===== src/rtl/csr_exec.sv =====
// CSR instruction sequencer: decodes one SYSTEM-opcode CSR op, reads the old value,
// issues a single write/set/clear strobe, and returns the old value on a writeback handshake.
module csr_exec #(
    parameter int unsigned XLEN     = 32,
    parameter bit          RO_CHECK = 1'b1
) (
    input  logic            clk,
    input  logic            reset,
    input  logic            in_valid,
    output logic            in_ready,
    input  logic [31:0]     instr,
    input  logic [XLEN-1:0] rs1_data,
    output logic [11:0]     csr_imm,
    output logic [XLEN-1:0] csr_wdata,
    output logic            csr_rw,
    output logic            csr_rs,
    output logic            csr_rc,
    input  logic [XLEN-1:0] csr_rdata,
    output logic            wb_valid,
    input  logic            wb_ready,
    output logic [4:0]      wb_rd,
    output logic [XLEN-1:0] wb_data,
    output logic            wb_we,
    output logic            illegal,
    output logic            ins_counter_up
);

    localparam logic [6:0] OpSystem = 7'b1110011;

    typedef enum logic [1:0] {StIdle, StRead, StWrite, StResp} state_e;

    state_e          state_q, state_d;
    logic [4:0]      rd_q;
    logic [4:0]      src_q;
    logic [2:0]      f3_q;
    logic [11:0]     csr_imm_q;
    logic [XLEN-1:0] csr_wdata_q;
    logic [XLEN-1:0] rdata_q;
    logic            illegal_q;

    logic            accept;
    logic [2:0]      in_f3;
    logic            in_legal;
    logic            do_write;
    logic            ro_viol;
    logic            strobe_en;

    assign in_f3  = instr[14:12];
    // f3 of 000 or 100 is not a CSR op; both have f3[1:0] == 0.
    assign in_legal = (instr[6:0] == OpSystem) && (in_f3[1:0] != 2'b00);
    assign accept   = in_valid && in_ready;

    // Set/clear with a zero source never modifies the CSR, so it never strobes.
    assign do_write  = (f3_q[1:0] == 2'b01) || (src_q != 5'd0);
    assign ro_viol   = RO_CHECK && do_write && (csr_imm_q[11:10] == 2'b11);
    assign strobe_en = (state_q == StWrite) && do_write && !ro_viol;

    always_comb begin
        state_d = state_q;
        unique case (state_q)
            StIdle: begin
                if (accept) begin
                    state_d = in_legal ? StRead : StResp;
                end
            end
            StRead:  state_d = StWrite;
            StWrite: state_d = StResp;
            StResp: begin
                if (wb_ready) begin
                    state_d = StIdle;
                end
            end
            default: state_d = StIdle;
        endcase
    end

    always_ff @(posedge clk or negedge reset) begin
        if (!reset) begin
            state_q <= StIdle;
        end else begin
            state_q <= state_d;
        end
    end

    always_ff @(posedge clk or negedge reset) begin
        if (!reset) begin
            rd_q        <= '0;
            src_q       <= '0;
            f3_q        <= '0;
            csr_imm_q   <= '0;
            csr_wdata_q <= '0;
            rdata_q     <= '0;
            illegal_q   <= 1'b0;
        end else begin
            if (accept) begin
                rd_q        <= instr[11:7];
                src_q       <= instr[19:15];
                f3_q        <= in_f3;
                csr_imm_q   <= instr[31:20];
                csr_wdata_q <= in_f3[2] ? {{(XLEN-5){1'b0}}, instr[19:15]} : rs1_data;
                illegal_q   <= !in_legal;
            end
            if (state_q == StRead) begin
                rdata_q <= csr_rdata;
            end
            if (state_q == StWrite && ro_viol) begin
                illegal_q <= 1'b1;
            end
        end
    end

    // Gated by reset so the core sees no ready while the block is held in reset.
    assign in_ready = reset && (state_q == StIdle);

    assign csr_imm   = csr_imm_q;
    assign csr_wdata = csr_wdata_q;

    // Strobes decode from state, so an asynchronous reset drops them at once.
    assign csr_rw = strobe_en && (f3_q[1:0] == 2'b01);
    assign csr_rs = strobe_en && (f3_q[1:0] == 2'b10);
    assign csr_rc = strobe_en && (f3_q[1:0] == 2'b11);

    assign wb_valid       = (state_q == StResp);
    assign wb_rd          = wb_valid ? rd_q : 5'd0;
    assign wb_data        = (wb_valid && !illegal_q) ? rdata_q : '0;
    assign wb_we          = wb_valid && (rd_q != 5'd0) && !illegal_q;
    assign illegal        = wb_valid && illegal_q;
    assign ins_counter_up = wb_valid && wb_ready && !illegal_q;

endmodule


===== config.mk =====
export PLATFORM = sky130hd
export DESIGN_NAME = csr_exec
export DESIGN_NICKNAME = d
export VERILOG_FILES = /design/src/rtl/csr_exec.sv
export SDC_FILE = /design/constraint.sdc
export NUM_CORES = 1
export LEC_CHECK = 0
export CAP_MARGIN = 10
export CORE_UTILIZATION = 41
export CTS_BUF_LIST = sky130_fd_sc_hd__clkbuf_4 sky130_fd_sc_hd__clkbuf_8
export DETAILED_ROUTE_END_ITERATION = 10
export GPL_TIMING_DRIVEN = 0
export PLACE_DENSITY = 0.8
export SYNTH_ARGS = -nofsm -noshare
export SYNTH_HDL_FRONTEND = slang
export SYNTH_SLANG_ARGS = --single-unit

===== constraint.sdc =====
create_clock -name clk -period 2.2 [get_ports clk]
set_input_delay 0.66 -clock clk [delete_from_list [all_inputs] [get_ports clk]]
set_output_delay 0.66 -clock clk [all_outputs]
set_load 0.1 [all_outputs]

# Word level (Yosys, flattened, before mapping)
# Cells that the tools add are included.
# Widths: inputs -> output; s select.
[word_totals] word_cells=53 regBits=91 output_inout_bits=89 in_bits=100
[op_classes] reduce_logical=26 n_eq_ne=10 n_mux=9
[op_table] op="$mux 32" n=2
[op_table] op="$logic_and 1x1->1" n=16
[op_table] op="$eq 2x2->1 const B" n=5
[op_table] op="$reduce_bool 5->1" n=2
[op_table] op="$pmux 2 s4" n=1
[op_table] op="$eq 7x7->1 const B" n=1
[op_table] op="$mux 2" n=3
[op_table] op="$mux 5" n=1
[op_table] op="$eq 2x1->1 const B" n=2
[op_table] op="$reduce_bool 2->1" n=2
[op_table] op="$logic_not 1->1" n=3
[op_table] op="$logic_not 2->1" n=1
[op_table] op="$mux 1" n=2
[op_table] op="$ne 2x1->1 const B" n=1
[op_table] op="$ne 2x2->1 const B" n=1
[op_table] op="$reduce_and 2->1" n=1
[op_table] op="$logic_or 1x1->1" n=1

# Longest topological paths before layout
# Gate-level depths: netlist (run 1).
[logic_depth] ltp_word=6 mapped_depth=7 mapped_depth_nobuf=5

# Least setup slack after synthesis (run 1)
# No wires, ideal clock.
[synth_timing] path_type="register to output" from="register state_q[0]" to="output wb_data[20]" path_buffers=1 required_ns=1.540 path_stages_with_launch=5 slack_ns=-0.986 t_arrival_ns=2.526 path_cell_list="dfrtp_1 -> ha_1 -> and2b_1 -> clkbuf_1 -> and2_1"
[synth_between] elab_chain_cells=3
[synth_lines] item="start: declaration" line_no="32" text="state_e state_q, state_d;"
[synth_lines] item="start signal: assignment" line_no="79" text="state_q <= StIdle;"
[synth_lines] item="start signal: assignment" line_no="81" text="state_q <= state_d;"
[synth_lines] item="$eq 2x2->1" line_no="123" text="assign wb_valid = (state_q == StResp);"
[synth_lines] item="via wb_valid" line_no="19" text="output logic wb_valid,"
[synth_lines] item="$logic_and 1x1->1" line_no="125" text="assign wb_data = (wb_valid && !illegal_q) ? rdata_q : '0;"
[synth_lines] item="$mux 32" line_no="125"
[synth_lines] item="end: declaration" line_no="22" text="output logic [XLEN-1:0] wb_data,"
# The timed path passes the listed nets, and every way through them passes these cells.

# Worst setup path in the final report (run 1)
[layout_timing] from="register src_q[0]" to="output csr_rc"
[layout_between] elab_chain_cells=6 elab_cells_between_ends=7 classes_between="7 x reduce/logical"
[layout_lines] item="start: declaration" line_no="34" text="logic [4:0] src_q;"
[layout_lines] item="start signal: assignment" line_no="97" text="src_q <= instr[19:15];"
[layout_lines] item="$reduce_bool 5->1 (*)" line_no="54" text="assign do_write = (f3_q[1:0] == 2'b01) || (src_q != 5'd0);"
[layout_lines] item="$logic_or 1x1->1 (*)" line_no="54"
[layout_lines] item="$logic_and 1x1->1" line_no="55" text="assign ro_viol = RO_CHECK && do_write && (csr_imm_q[11:10] == 2'b11);"
[layout_lines] item="$logic_not 1->1" line_no="56" text="assign strobe_en = (state_q == StWrite) && do_write && !ro_viol;"
[layout_lines] item="$logic_and 1x1->1 (*)" line_no="56"
[layout_lines] item="$logic_and 1x1->1 (*)" line_no="121" text="assign csr_rc = strobe_en && (f3_q[1:0] == 2'b11);"
[layout_lines] item="end: declaration" line_no="17" text="output logic csr_rc,"
# Mark *: on every way between the ends. The rest lies on a longest branch, timed or not.

==> implementation parameters, run 1 <==
Parameter                              Value

Synthesis
  Avg Cell Area, Syn ... 11.9 um2
  Portion of the post-synthesis area used by sequential elements ... 0.564
  Number of warnings reported in the yosys synthesis log ... 0
  Library cells used by synthesis ... 31
  Synthesized cell area ... 4040 um2
  Cells after synthesis ... 338
  Flop and latch count out of synthesis ... 91
  Post-Syn Nets ... 443

Clock network
  Deepest clock path buffer count ... 2
  CTS tree ... yes
  Number of buffers added by the clock tree synthesis step ... 9
  Clock tree root buffer cell ... sky130_fd_sc_hd__clkbuf_8
  Number of hold buffers added after cts ... 0
  CTS clk-pin slew, worst paths ... 0.09 ns
  Deepest level of the CTS H-tree ... 3
  Number of sinks on the clock net ... 91
  Worst skew pair latency ... 0.35 ns

Timing
  Pin slew with the least headroom to its limit ... 0.581 ns
  Final WS setup ... -0.293 ns
  Total count of hold-check failures in the final report ... 0
  Total Neg Setup Slack ... -5.40 ns
  Highest Clock Rate ... 401 MHz
  Number of max-slew violations in the final report ... 0
  Final critical path time including I/O delays and setup ... 2.49 ns
  Crit share post-route ... 1.13
  RSZ-0062 raised after global routing ... true
  Final setup fails ... 37
  Final worst clock skew ... 0.00700 ns
  Headroom to the max-slew limit ... 0.614

GRT
  Initial antenna violation count ... 0
  Global-route wire length before repair ... 17.5 mm
  Maximum number of pins on one net before global-route repair ... 51
  Via count of the first global-routing pass ... 3456
  Total congestion overflow ... 0
  Global-route total usage across every layer ... 0.224

Worst setup path
  Maximum single-stage delay on the critical path ... 0.57 ns
  Capturing instance or port of the critical path ... csr_rc
  Critical path cell sequence ... or4_4 > o211ai_4 > nor2_4 > buf_12
  Critical path capture point type ... output pin
  Buf/Inv on CP ... 1
  Slowest stage cell, crit path ... sky130_fd_sc_hd__or4_4
  CP required ... 1.54 ns
  Critical path type ... reg2out
  Crit-path leading delay family ... simple AND/OR/NAND/NOR gates
  Reg2Reg Capture Point ... rdata_q[28]$_DFFE_PN0N_
  Setup crit start ... src_q[0]$_DFFE_PN0P_
  Largest fanout of any net on the critical path ... 2
  Launch point of the worst reg-to-reg path ... state_q[1]$_DFFE_PN0P_
  Stages on worst setup path ... 4
  Critical Path Source Type ... flip-flop
  Critical path data arrival time ... 1.83 ns
  Reg-to-reg setup timing slack ... 0.44 ns
  Reg2Reg Depth ... 5

Min path
  Worst min path class ... in2async

Detailed routing
  Iteration-0 DRC count of the detailed router ... 57
  Number of nets with antenna violations after routing ... 0
  Routed vias ... 3291
  Routed length per instance ... 17.0 um
  DR DRC count ... 0
  Total wire length after detailed routing ... 11.6 mm
  Number of optimization iterations in the first detailed-route pass ... 4
  Via/cell ratio ... 4.81

Flow run
  Count of max-cap constraint violations ... 0

Place
  Worst Setup Slack post-DPL ... -1.03 ns
  Port-buffer cells ... 188
  Routability congestion estimate from global placement ... 0.750
  Detail Placement HPWL ... 7.89 mm

Power
  Worst-case vdd ir drop ... 1.07 mV
  Leakage dissipation ... 3.02 nW
  Total power per unit cell area ... 1450 nW/um2

Floorplanning
  Core Area ... 9370 um2
  Number of top-level design ports ... 189
  Die width ... 101 um
  Die footprint ... 10200 um2
  Initial cell density of the core ... 0.431
  Rows ... 35
  Die Ht ... 101 um

Cells and area
  Fraction of layout cells with a size suffix above 1 ... 0.441
  Inserted Diodes ... 0
  Area delta synth->final ... 76.5%
  Commonest non-fill, non-tap cells in the layout ... sky130_fd_sc_hd__clkdlybuf4s50_1, sky130_fd_sc_hd__dfrtp_1, sky130_fd_sc_hd__mux2_2, sky130_fd_sc_hd__buf_12, sky130_fd_sc_hd__clkdlybuf4s15_2
  Final nets ... 655
  Core Util, Final ... 0.761
  Most frequent standard cell in the layout excluding fill and tap cells ... sky130_fd_sc_hd__clkdlybuf4s50_1

Run status
  Run status ... complete, but fails checks
  Violations in the final reports ... setup timing
repair_timing:
action,4_1_cts,5_1_grt
setup endpoints to repair,89,41
resized for setup,525,40
setup buffers,3,5
pin swaps,0,22
gates cloned,0,4
kinds of logic (layout without fill, tap and decap cells):
family	count (synthesis)	count (layout)	share of synthesized area
AO/OA/AOI/OAI	39	39	0.0527
buffers and inverters	23	239	0.0285
adder cells (fa/ha/maj)	5	5	0.0155
multiplexers	63	63	0.174
AND/OR/NAND/NOR	117	118	0.166
flip-flops	91	91	0.564
layout make-up:
type | instances | area, um2
plain buffers | 19 | 134
clock buffers | 10 | 131
clock inverters | 6 | 48.8
fillers | 602 | 2240
inverters | 4 | 17.5
multi-input cells | 225 | 1840
flip-flops and latches | 91 | 2280
well taps | 129 | 161
repair buffers | 200 | 2510
per-stage QoR:
stage	area [um2]	power [mW]	std cells	hold slack, ns
after floorplan	4170	7.53	338	0.364
after global placement	6220	8.92	655	0.460
after detailed placement	6240	9.05	656	0.469
after CTS	6910	10.1	675	0.213
after global routing	7130	10.8	684	0.228
final	7130	10.3	684	0.220
worst min path at each step:
stage	end	slack, ns	depth (start not counted)
floorplan	csr_imm[0]$_DFFE_PN0P_	0.36	0
global route	rdata_q[11]$_DFFE_PN0N_	0.23	1
global placement	csr_wdata[29]$_DFFE_PN0P_	0.46	2
detailed placement	csr_wdata[15]$_DFFE_PN0P_	0.47	2
CTS	rdata_q[11]$_DFFE_PN0N_	0.21	1
finish	rdata_q[18]$_DFFE_PN0N_	0.22	1
registers in the layout (all words and copies together) (netlist names):
signal,count
csr_imm,12
csr_wdata,32
f3_q,2
illegal_q,1
rd_q,5
rdata_q,32
src_q,5
state_q,2
metal layers:
metal	part of all wire	global-route usage	vias up	wire, um
li1	-	-	1560	-
met1	0.39	0.259	1585	4510
met2	0.51	0.384	137	5890
met3	0.095	0.101	9	1110
met4	0.011	0.0513	0	126
met5	0	0	-	0
cell usage after synthesis:
library cell | instances | share of area
sky130_fd_sc_hd__dfrtp_1 | 91 | 0.56
sky130_fd_sc_hd__mux2_2 | 53 | 0.15
sky130_fd_sc_hd__and2_1 | 41 | 0.064
sky130_fd_sc_hd__nand2_1 | 33 | 0.031
sky130_fd_sc_hd__o21ai_0 | 32 | 0.040
sky130_fd_sc_hd__nand2b_1 | 27 | 0.042
sky130_fd_sc_hd__clkbuf_1 | 11 | 0.010
sky130_fd_sc_hd__mux2i_1 | 7 | 0.017
sky130_fd_sc_hd__buf_2 | 5 | 0.0062
sky130_fd_sc_hd__ha_1 | 5 | 0.015
sky130_fd_sc_hd__inv_1 | 4 | 0.0037
sky130_fd_sc_hd__nor2_1 | 4 | 0.0037
sky130_fd_sc_hd__buf_6 | 3 | 0.0084
sky130_fd_sc_hd__mux2_1 | 3 | 0.0084
sky130_fd_sc_hd__a21oi_1 | 2 | 0.0025
sky130_fd_sc_hd__nor2b_1 | 2 | 0.0031
sky130_fd_sc_hd__a21boi_0 | 1 | 0.0019
sky130_fd_sc_hd__and2b_1 | 1 | 0.0019
sky130_fd_sc_hd__nand3_1 | 1 | 0.0012
sky130_fd_sc_hd__nand3_4 | 1 | 0.0043
sky130_fd_sc_hd__nand4_1 | 1 | 0.0016
sky130_fd_sc_hd__nor3_2 | 1 | 0.0025
sky130_fd_sc_hd__nor4_2 | 1 | 0.0031
sky130_fd_sc_hd__o211ai_2 | 1 | 0.0031
sky130_fd_sc_hd__o21a_1 | 1 | 0.0019
sky130_fd_sc_hd__o22ai_1 | 1 | 0.0016
sky130_fd_sc_hd__o41ai_1 | 1 | 0.0022
sky130_fd_sc_hd__or2_2 | 1 | 0.0016
sky130_fd_sc_hd__or3b_1 | 1 | 0.0022
sky130_fd_sc_hd__or4_1 | 1 | 0.0019
sky130_fd_sc_hd__or4_4 | 1 | 0.0028
where the power goes:
group / switching (mW) / leakage, nW / internal, mW
logic: 4.42 / 1.83 / 1.85
registers: 0.531 / 1.11 / 2.50
clock network: 0.603 / 0.0829 / 0.433
total: 5.55 / 3.02 / 4.78
Power figures use the tool's default switching activity.
==> inputs of run 2 (changes only) <==
--- a/config.mk
+++ b/config.mk
@@ -10,7 +10,7 @@
 export CTS_BUF_LIST = sky130_fd_sc_hd__clkbuf_4 sky130_fd_sc_hd__clkbuf_8
 export DETAILED_ROUTE_END_ITERATION = 10
 export GPL_TIMING_DRIVEN = 0
-export PLACE_DENSITY = 0.8
+export PLACE_DENSITY = 0.9
 export SYNTH_ARGS = -nofsm -noshare
 export SYNTH_HDL_FRONTEND = slang
 export SYNTH_SLANG_ARGS = --single-unit
==> constraint.sdc (replaced) <==
create_clock -name clk -period 2.6 [get_ports clk]
set_input_delay 0.78 -clock clk [delete_from_list [all_inputs] [get_ports clk]]
set_output_delay 0.78 -clock clk [all_outputs]
set_load 0.1 [all_outputs]
==> run 2 against run 1 <==
The flow now finishes without violations. Critical path type is now in2out. Final cell count shrank 1.0%. Sequential cell count is the same. Highest routed layer unchanged. Count of clock-buffer cells in the layout grew 1.
==> implementation parameters, run 2 (synthesized netlist as in run 1, its figures left out) <==
Parameter                              Value

Power
  Leakage dissipation ... 2.99 nW (was 3.02 nW)
  Cell Int Power ... 3.90 mW (was 4.78 mW)
  Net load switching power ... 4.51 mW (was 5.55 mW)
  Combinational Power Share ... 0.587 (was 0.607)
  Sequential share of power ... 0.295 (was 0.293)
  Worst-case vdd ir drop ... 0.914 mV (was 1.07 mV)
  Total power per unit cell area ... 1290 nW/um2 (was 1450 nW/um2)
  Switching fraction of total power ... 0.537 (about the same)
  Part of the power in the clock network ... 0.118 (was 0.100)

Timing
  Pin slew with the least headroom to its limit ... 0.995 ns (was 0.581 ns)
  Crit share post-route ... 0.994
  Headroom to the max-slew limit ... 0.340 (was 0.614)
  Final worst clock skew ... 0.0134 ns (was 0.00700 ns)
  RSZ-0062 raised after global routing ... true (unchanged)
  Smallest hold slack ... 0.274 ns (was 0.220 ns)
  Highest Clock Rate ... 387 MHz
  Final setup fails ... 0 (was 37)
  Total Neg Setup Slack ... 0 ns (was -5.40 ns)
  Final critical path time including I/O delays and setup ... 2.59 ns
  Number of max-slew violations in the final report ... 0 (unchanged)
  Total count of hold-check failures in the final report ... 0 (unchanged)

Worst setup path
  Reg2Reg Capture Point ... rdata_q[29]$_DFFE_PN0N_ (was rdata_q[28]$_DFFE_PN0N_)
  Slowest stage cell, crit path ... sky130_fd_sc_hd__clkdlybuf4s50_1 (was sky130_fd_sc_hd__or4_4)
  Critical path data arrival time ... 1.81 ns (was 1.83 ns)
  Critical path capture point type ... output pin (unchanged)
  Reg-to-reg setup timing slack ... 0.84 ns (was 0.44 ns)
  Largest fanout of any net on the critical path ... 2 (unchanged)
  Launch point of the worst reg-to-reg path ... state_q[1]$_DFFE_PN0P_ (unchanged)
  Maximum single-stage delay on the critical path ... 0.49 ns (was 0.57 ns)
  CP required ... 1.82 ns (was 1.54 ns)
  Reg2Reg Depth ... 5 (unchanged)
  Critical Path Source Type ... input pin (was flip-flop)
  Critical path cell sequence ... clkdlybuf4s50_1 > and2_1 > buf_2 (was or4_4 > o211ai_4 > nor2_4 > buf_12)
  Critical path type ... in2out (was reg2out)

Detailed routing
  Routed length per instance ... 15.2 um (was 17.0 um)
  Iteration-0 DRC count of the detailed router ... 89 (was 57)
  Routed vias ... 3231 (was 3291)
  Number of optimization iterations in the first detailed-route pass ... 4 (unchanged)
  Via/cell ratio ... 4.77 (was 4.81)
  Total wire length after detailed routing ... 10.3 mm (was 11.6 mm)
  Number of nets with antenna violations after routing ... 0 (unchanged)
  DR DRC count ... 0 (unchanged)

Cells and area
  Most frequent standard cell in the layout excluding fill and tap cells ... sky130_fd_sc_hd__clkdlybuf4s50_1 (unchanged)
  Area used by multi-input combinational logic ... 1720 um2 (was 1840 um2)
  Filler cell count ... 741 (was 602)
  Core Util, Final ... 0.696 (was 0.761)
  Area delta synth->final ... 61.5% (was 76.5%)
  Fraction of layout cells with a size suffix above 1 ... 0.321 (was 0.441)
  Final nets ... 648 (was 655)
  Commonest non-fill, non-tap cells in the layout ... sky130_fd_sc_hd__clkdlybuf4s50_1, sky130_fd_sc_hd__dfrtp_1, sky130_fd_sc_hd__mux2_2, sky130_fd_sc_hd__dlygate4sd2_1, sky130_fd_sc_hd__nand2_1 (was sky130_fd_sc_hd__clkdlybuf4s50_1, sky130_fd_sc_hd__dfrtp_1, sky130_fd_sc_hd__mux2_2, sky130_fd_sc_hd__buf_12, sky130_fd_sc_hd__clkdlybuf4s15_2)
  Reg area ... 2280 um2 (about the same)
  Inserted Diodes ... 0 (unchanged)

Clock network
  Number of buffers added by the clock tree synthesis step ... 9 (unchanged)
  Deepest clock path buffer count ... 2 (unchanged)
  Number of hold buffers added after cts ... 0 (unchanged)
  Clock tree root buffer cell ... sky130_fd_sc_hd__clkbuf_8 (unchanged)
  Number of sinks on the clock net ... 91 (unchanged)
  Worst skew pair latency ... 0.35 ns (about the same)
  Deepest level of the CTS H-tree ... 3 (unchanged)
  CTS clk-pin slew, worst paths ... 0.09 ns (about the same)
  CTS tree ... yes (unchanged)

GRT
  Total congestion overflow ... 0 (unchanged)
  Global-route wire length before repair ... 16.4 mm (was 17.5 mm)
  Via count of the first global-routing pass ... 3403 (was 3456)
  Global-route total usage across every layer ... 0.209 (was 0.224)
  Maximum number of pins on one net before global-route repair ... 37 (was 51)
  Initial antenna violation count ... 0 (unchanged)

Floorplanning
  Die footprint ... 10200 um2 (unchanged)
  Initial cell density of the core ... 0.431 (unchanged)
  Number of top-level design ports ... 189 (unchanged)
  Rows ... 35 (unchanged)
  Core Area ... 9370 um2 (unchanged)
  Die width ... 101 um (unchanged)
  Die Ht ... 101 um (unchanged)

Min path
  Worst min path class ... in2async (unchanged)

Place
  Routability congestion estimate from global placement ... 0.715 (was 0.750)
  Detail Placement HPWL ... 7.69 mm (was 7.89 mm)
  Port-buffer cells ... 188 (unchanged)

Flow run
  Count of max-cap constraint violations ... 0 (unchanged)

Run status
  Run status ... finished, final reports clean (was complete, but fails checks)
-- run 2: cell count changes in the layout (fill, tap and decap cells not counted), sizes merged --
| cell | before | now |
|---|---|---|
| clkinvlp | 3 | 1 |
| and2b | 2 | 1 |
| buf | 66 | 50 |
| dlygate4sd2 | 0 | 44 |
| clkdlybuf4s15 | 41 | 5 |
| bufbuf | 0 | 1 |
| clkdlybuf4s18 | 0 | 2 |
| bufinv | 0 | 1 |
-- run 2: worst max-delay path: cells and delay by family --
| kind | cells | cell delay [ns] |
|---|---|---|
| buffers and inverters | 2 | 0.90 |
| AND/OR/NAND/NOR | 1 | 0.12 |
-- run 2: layout make-up --
type                    count  share of cell area
plain buffers              19              0.0202
clock buffers              11              0.0223
clock inverters             5             0.00921
inverters                   4             0.00230
multi-input cells         224               0.264
flip-flops and latches     91               0.349
well taps                 129              0.0248
repair buffers            194               0.308
-- run 2: timing repair --
action | 4_1_cts | 5_1_grt
pin swaps | 1 | 3
gates resized for setup | 343 | 14
setup buffers | 1 | 3
cloned | 1 | 0
setup endpoints to repair | 89 | 38
-- run 2: stage by stage --
step                worst slack [ns]  cells  cell area [um2]  total power, mW
finish                        0.0145    677             6520             8.41
global route                 -0.0186    677             6520             8.82
CTS                          -0.0272    674             6450             8.39
detailed placement             -1.03    656             6160             7.60
global placement               -4.01    655             6140             7.47
floorplan                     -0.256    338             4090             6.31
-- run 2: worst max path at each step --
stage,end,cells after the start,from,slack (ns)
2_1_floorplan,csr_rc,3,csr_imm[10]$_DFFE_PN0P_,-0.26
3_3_place_gp,in_ready,3,reset,-4.01
3_5_place_dp,in_ready,4,reset,-1.03
4_1_cts,csr_rc,6,state_q[0]$_DFFE_PN0P_,-0.03
5_1_grt,csr_rs,6,state_q[0]$_DFFE_PN0P_,-0.02
6_report,ins_counter_up,3,wb_ready,0.01
-- run 2: power groups by stage --
| stage | sequential [mW] | clock [mW] | combinational [mW] |
|---|---|---|---|
| after floorplan | 4.77 | 0 | 1.54 |
| after global placement | 2.46 | 0 | 5.01 |
| after detailed placement | 2.51 | 0 | 5.09 |
| after CTS | 2.47 | 1.02 | 4.90 |
| after global routing | 2.57 | 1.09 | 5.15 |
| final | 2.48 | 0.991 | 4.94 |
-- run 2: layer usage --
metal	vias up	track usage	wire length [um]
met4	0	0.0747	205
met5	-	0	0
met2	127	0.374	5160
li1	1539	-	-
met1	1546	0.236	4040
met3	19	0.0621	894
==> inputs of run 3 (changes only) <==
--- a/config.mk
+++ b/config.mk
@@ -11,6 +11,7 @@
 export DETAILED_ROUTE_END_ITERATION = 10
 export GPL_TIMING_DRIVEN = 0
 export PLACE_DENSITY = 0.9
+export REMOVE_ABC_BUFFERS = 1
 export SYNTH_ARGS = -nofsm -noshare
 export SYNTH_HDL_FRONTEND = slang
 export SYNTH_SLANG_ARGS = --single-unit
==> run 3 against run 2 <==
Final cell count down 2.8%. Core utilization down 2.2 points. Worst setup slack better by 0.058 ns. Clock skew down 0.0012 ns. Critical path depth up 1. Global-route usage down 1.2 points. Non-clock buffer count down 21.
==> implementation parameters, run 3 (synthesized netlist as in run 1, its figures left out) <==
Parameter                              Value

Power
  Worst-case vdd ir drop ... 0.938 mV (was 0.914 mV)
  Leakage dissipation ... 2.87 nW (was 2.99 nW)
  Total power per unit cell area ... 1320 nW/um2 (was 1290 nW/um2)

Worst setup path
  Largest fanout of any net on the critical path ... 2 (unchanged)
  Reg2Reg Capture Point ... csr_imm[9]$_DFFE_PN0P_ (was rdata_q[29]$_DFFE_PN0N_)
  Slowest stage cell, crit path ... sky130_fd_sc_hd__or4_4 (was sky130_fd_sc_hd__clkdlybuf4s50_1)
  Setup crit start ... src_q[4]$_DFFE_PN0P_ (was wb_ready)
  Launch point of the worst reg-to-reg path ... state_q[1]$_DFFE_PN0P_ (unchanged)
  Reg2Reg Depth ... 4 (was 5)
  Critical path data arrival time ... 1.75 ns (was 1.81 ns)
  Critical path capture point type ... output pin (unchanged)
  Critical path type ... reg2out (was in2out)
  Capturing instance or port of the critical path ... csr_rc (was ins_counter_up)
  Maximum single-stage delay on the critical path ... 0.56 ns (was 0.49 ns)
  Critical Path Source Type ... flip-flop (was input pin)
  CP required ... 1.82 ns (about the same)
  Reg-to-reg setup timing slack ... 0.34 ns (was 0.84 ns)
  Critical path cell sequence ... or4_4 > o211ai_4 > nor2_2 > buf_6 (was clkdlybuf4s50_1 > and2_1 > buf_2)

Min path
  Worst min path class ... in2async (unchanged)

Floorplanning
  Number of top-level design ports ... 189 (unchanged)
  Initial cell density of the core ... 0.431 (unchanged)
  Core Area ... 9370 um2 (unchanged)
  Rows ... 35 (unchanged)
  Die footprint ... 10200 um2 (unchanged)
  Die Ht ... 101 um (unchanged)
  Die width ... 101 um (unchanged)

Place
  Detail Placement HPWL ... 6.95 mm (was 7.69 mm)
  Routability congestion estimate from global placement ... 0.702 (was 0.715)
  Cell area after placement ... 6040 um2 (was 6160 um2)
  Port-buffer cells ... 188 (unchanged)
  Placed cell count ... 639 (was 656)

Clock network
  Deepest clock path buffer count ... 2 (unchanged)
  Worst skew pair latency ... 0.36 ns (was 0.35 ns)
  Clock tree root buffer cell ... sky130_fd_sc_hd__clkbuf_8 (unchanged)
  Number of buffers added by the clock tree synthesis step ... 9 (unchanged)
  Number of sinks on the clock net ... 91 (unchanged)
  CTS tree ... yes (unchanged)
  Number of hold buffers added after cts ... 0 (unchanged)
  CTS clk-pin slew, worst paths ... 0.10 ns (was 0.09 ns)
  Deepest level of the CTS H-tree ... 3 (unchanged)

Cells and area
  Final nets ... 629 (was 648)
  Most frequent standard cell in the layout excluding fill and tap cells ... sky130_fd_sc_hd__clkdlybuf4s50_1 (unchanged)
  Core Util, Final ... 0.673 (was 0.696)
  Area delta synth->final ... 56.3% (was 61.5%)
  Commonest non-fill, non-tap cells in the layout ... sky130_fd_sc_hd__clkdlybuf4s50_1, sky130_fd_sc_hd__dfrtp_1, sky130_fd_sc_hd__mux2_2, sky130_fd_sc_hd__dlygate4sd2_1, sky130_fd_sc_hd__and2_1 (was sky130_fd_sc_hd__clkdlybuf4s50_1, sky130_fd_sc_hd__dfrtp_1, sky130_fd_sc_hd__mux2_2, sky130_fd_sc_hd__dlygate4sd2_1, sky130_fd_sc_hd__nand2_1)
  Final instance area ... 6310 um2 (was 6520 um2)
  Filler cell count ... 747 (was 741)
  Final Non-Filler Cells ... 658 (was 677)
  Inserted Diodes ... 0 (unchanged)
  Fraction of layout cells with a size suffix above 1 ... 0.255 (was 0.321)

Detailed routing
  DR DRC count ... 0 (unchanged)
  Via/cell ratio ... 4.77 (about the same)
  Total wire length after detailed routing ... 9.86 mm (was 10.3 mm)
  Routed vias ... 3139 (was 3231)
  Number of optimization iterations in the first detailed-route pass ... 4 (unchanged)
  Iteration-0 DRC count of the detailed router ... 69 (was 89)
  Routed length per instance ... 15.0 um (was 15.2 um)
  Number of nets with antenna violations after routing ... 0 (unchanged)

Timing
  Crit share post-route ... 0.972 (was 0.994)
  Headroom to the max-slew limit ... 0.319 (was 0.340)
  Smallest hold slack ... 0.331 ns (was 0.274 ns)
  Total count of hold-check failures in the final report ... 0 (unchanged)
  Number of max-slew violations in the final report ... 0 (unchanged)
  Final worst clock skew ... 0.0122 ns (was 0.0134 ns)
  Pin slew with the least headroom to its limit ... 1.03 ns (was 0.995 ns)
  Highest Clock Rate ... 396 MHz (was 387 MHz)
  Final critical path time including I/O delays and setup ... 2.53 ns (was 2.59 ns)
  Final setup fails ... 0 (unchanged)

GRT
  Global-route total usage across every layer ... 0.197 (was 0.209)
  Via count of the first global-routing pass ... 3196 (was 3403)
  Total congestion overflow ... 0 (unchanged)
  Global-route wire length before repair ... 15.6 mm (was 16.4 mm)
  Initial antenna violation count ... 0 (unchanged)
  Maximum number of pins on one net before global-route repair ... 90 (was 37)

Run status
  Run status ... finished, final reports clean (unchanged)

Flow run
  Count of max-cap constraint violations ... 0 (unchanged)
## run 3: cell type report
| cell class | count | area [um2] | share of cell area |
|---|---|---|---|
| well taps | 129 | 161 | 0.0256 |
| clock buffers | 9 | 124 | 0.0196 |
| repair buffers | 192 | 1940 | 0.307 |
| clock inverters | 7 | 73.8 | 0.0117 |
| inverters | 4 | 17.5 | 0.00278 |
| multi-input cells | 226 | 1720 | 0.272 |
| flip-flops and latches | 91 | 2280 | 0.361 |
## run 3: per-stage QoR
step                      worst slack (ns)  TNS [ns]  power, mW
after floorplan                     -0.789    -29.98       6.24
after detailed placement            -0.992    -46.39       7.58
after CTS                          -0.0308   -0.0507       8.34
after global placement               -4.32   -526.11       7.41
after global routing              -0.00814   -0.0206       8.75
final                               0.0725         0       8.34
## run 3: repair_timing
action                     CTS  global route
cloned                       1             1
setup buffers                0             1
pin swaps                    0             3
setup endpoints to repair   89            44
resized for setup          320            27
## run 3: worst max-delay path: cells and delay by family (launching register included)
| kind | cells | cell delay, ns |
|---|---|---|
| flip-flops | 1 | 0.39 |
| AND/OR/NAND/NOR | 2 | 0.63 |
| buffers and inverters | 1 | 0.18 |
| AO/OA/AOI/OAI | 1 | 0.21 |
## run 3: metal layers
metal | wire, um | track usage
met2 | 4830 | 0.328
met1 | 4010 | 0.237
met5 | 0 | 0
met3 | 858 | 0.0725
met4 | 169 | 0.0624
## run 3: how the worst min path moves through the flow
stage | endpoint | depth (start not counted)
2_1_floorplan | rdata_q[4]$_DFFE_PN0N_ | 1
3_3_place_gp | csr_wdata[10]$_DFFE_PN0P_ | 2
3_5_place_dp | csr_wdata[8]$_DFFE_PN0P_ | 2
4_1_cts | rdata_q[27]$_DFFE_PN0N_ | 1
5_1_grt | rdata_q[13]$_DFFE_PN0N_ | 1
6_report | rdata_q[14]$_DFFE_PN0N_ | 1
## run 3: power by group
part | switching (mW) | leakage, nW | total, mW | internal [mW]
Combinational | 3.64 | 1.66 | 4.89 | 1.25
Sequential | 0.374 | 1.11 | 2.48 | 2.11
Clock | 0.523 | 0.100 | 0.975 | 0.452
Total | 4.54 | 2.87 | 8.34 | 3.80
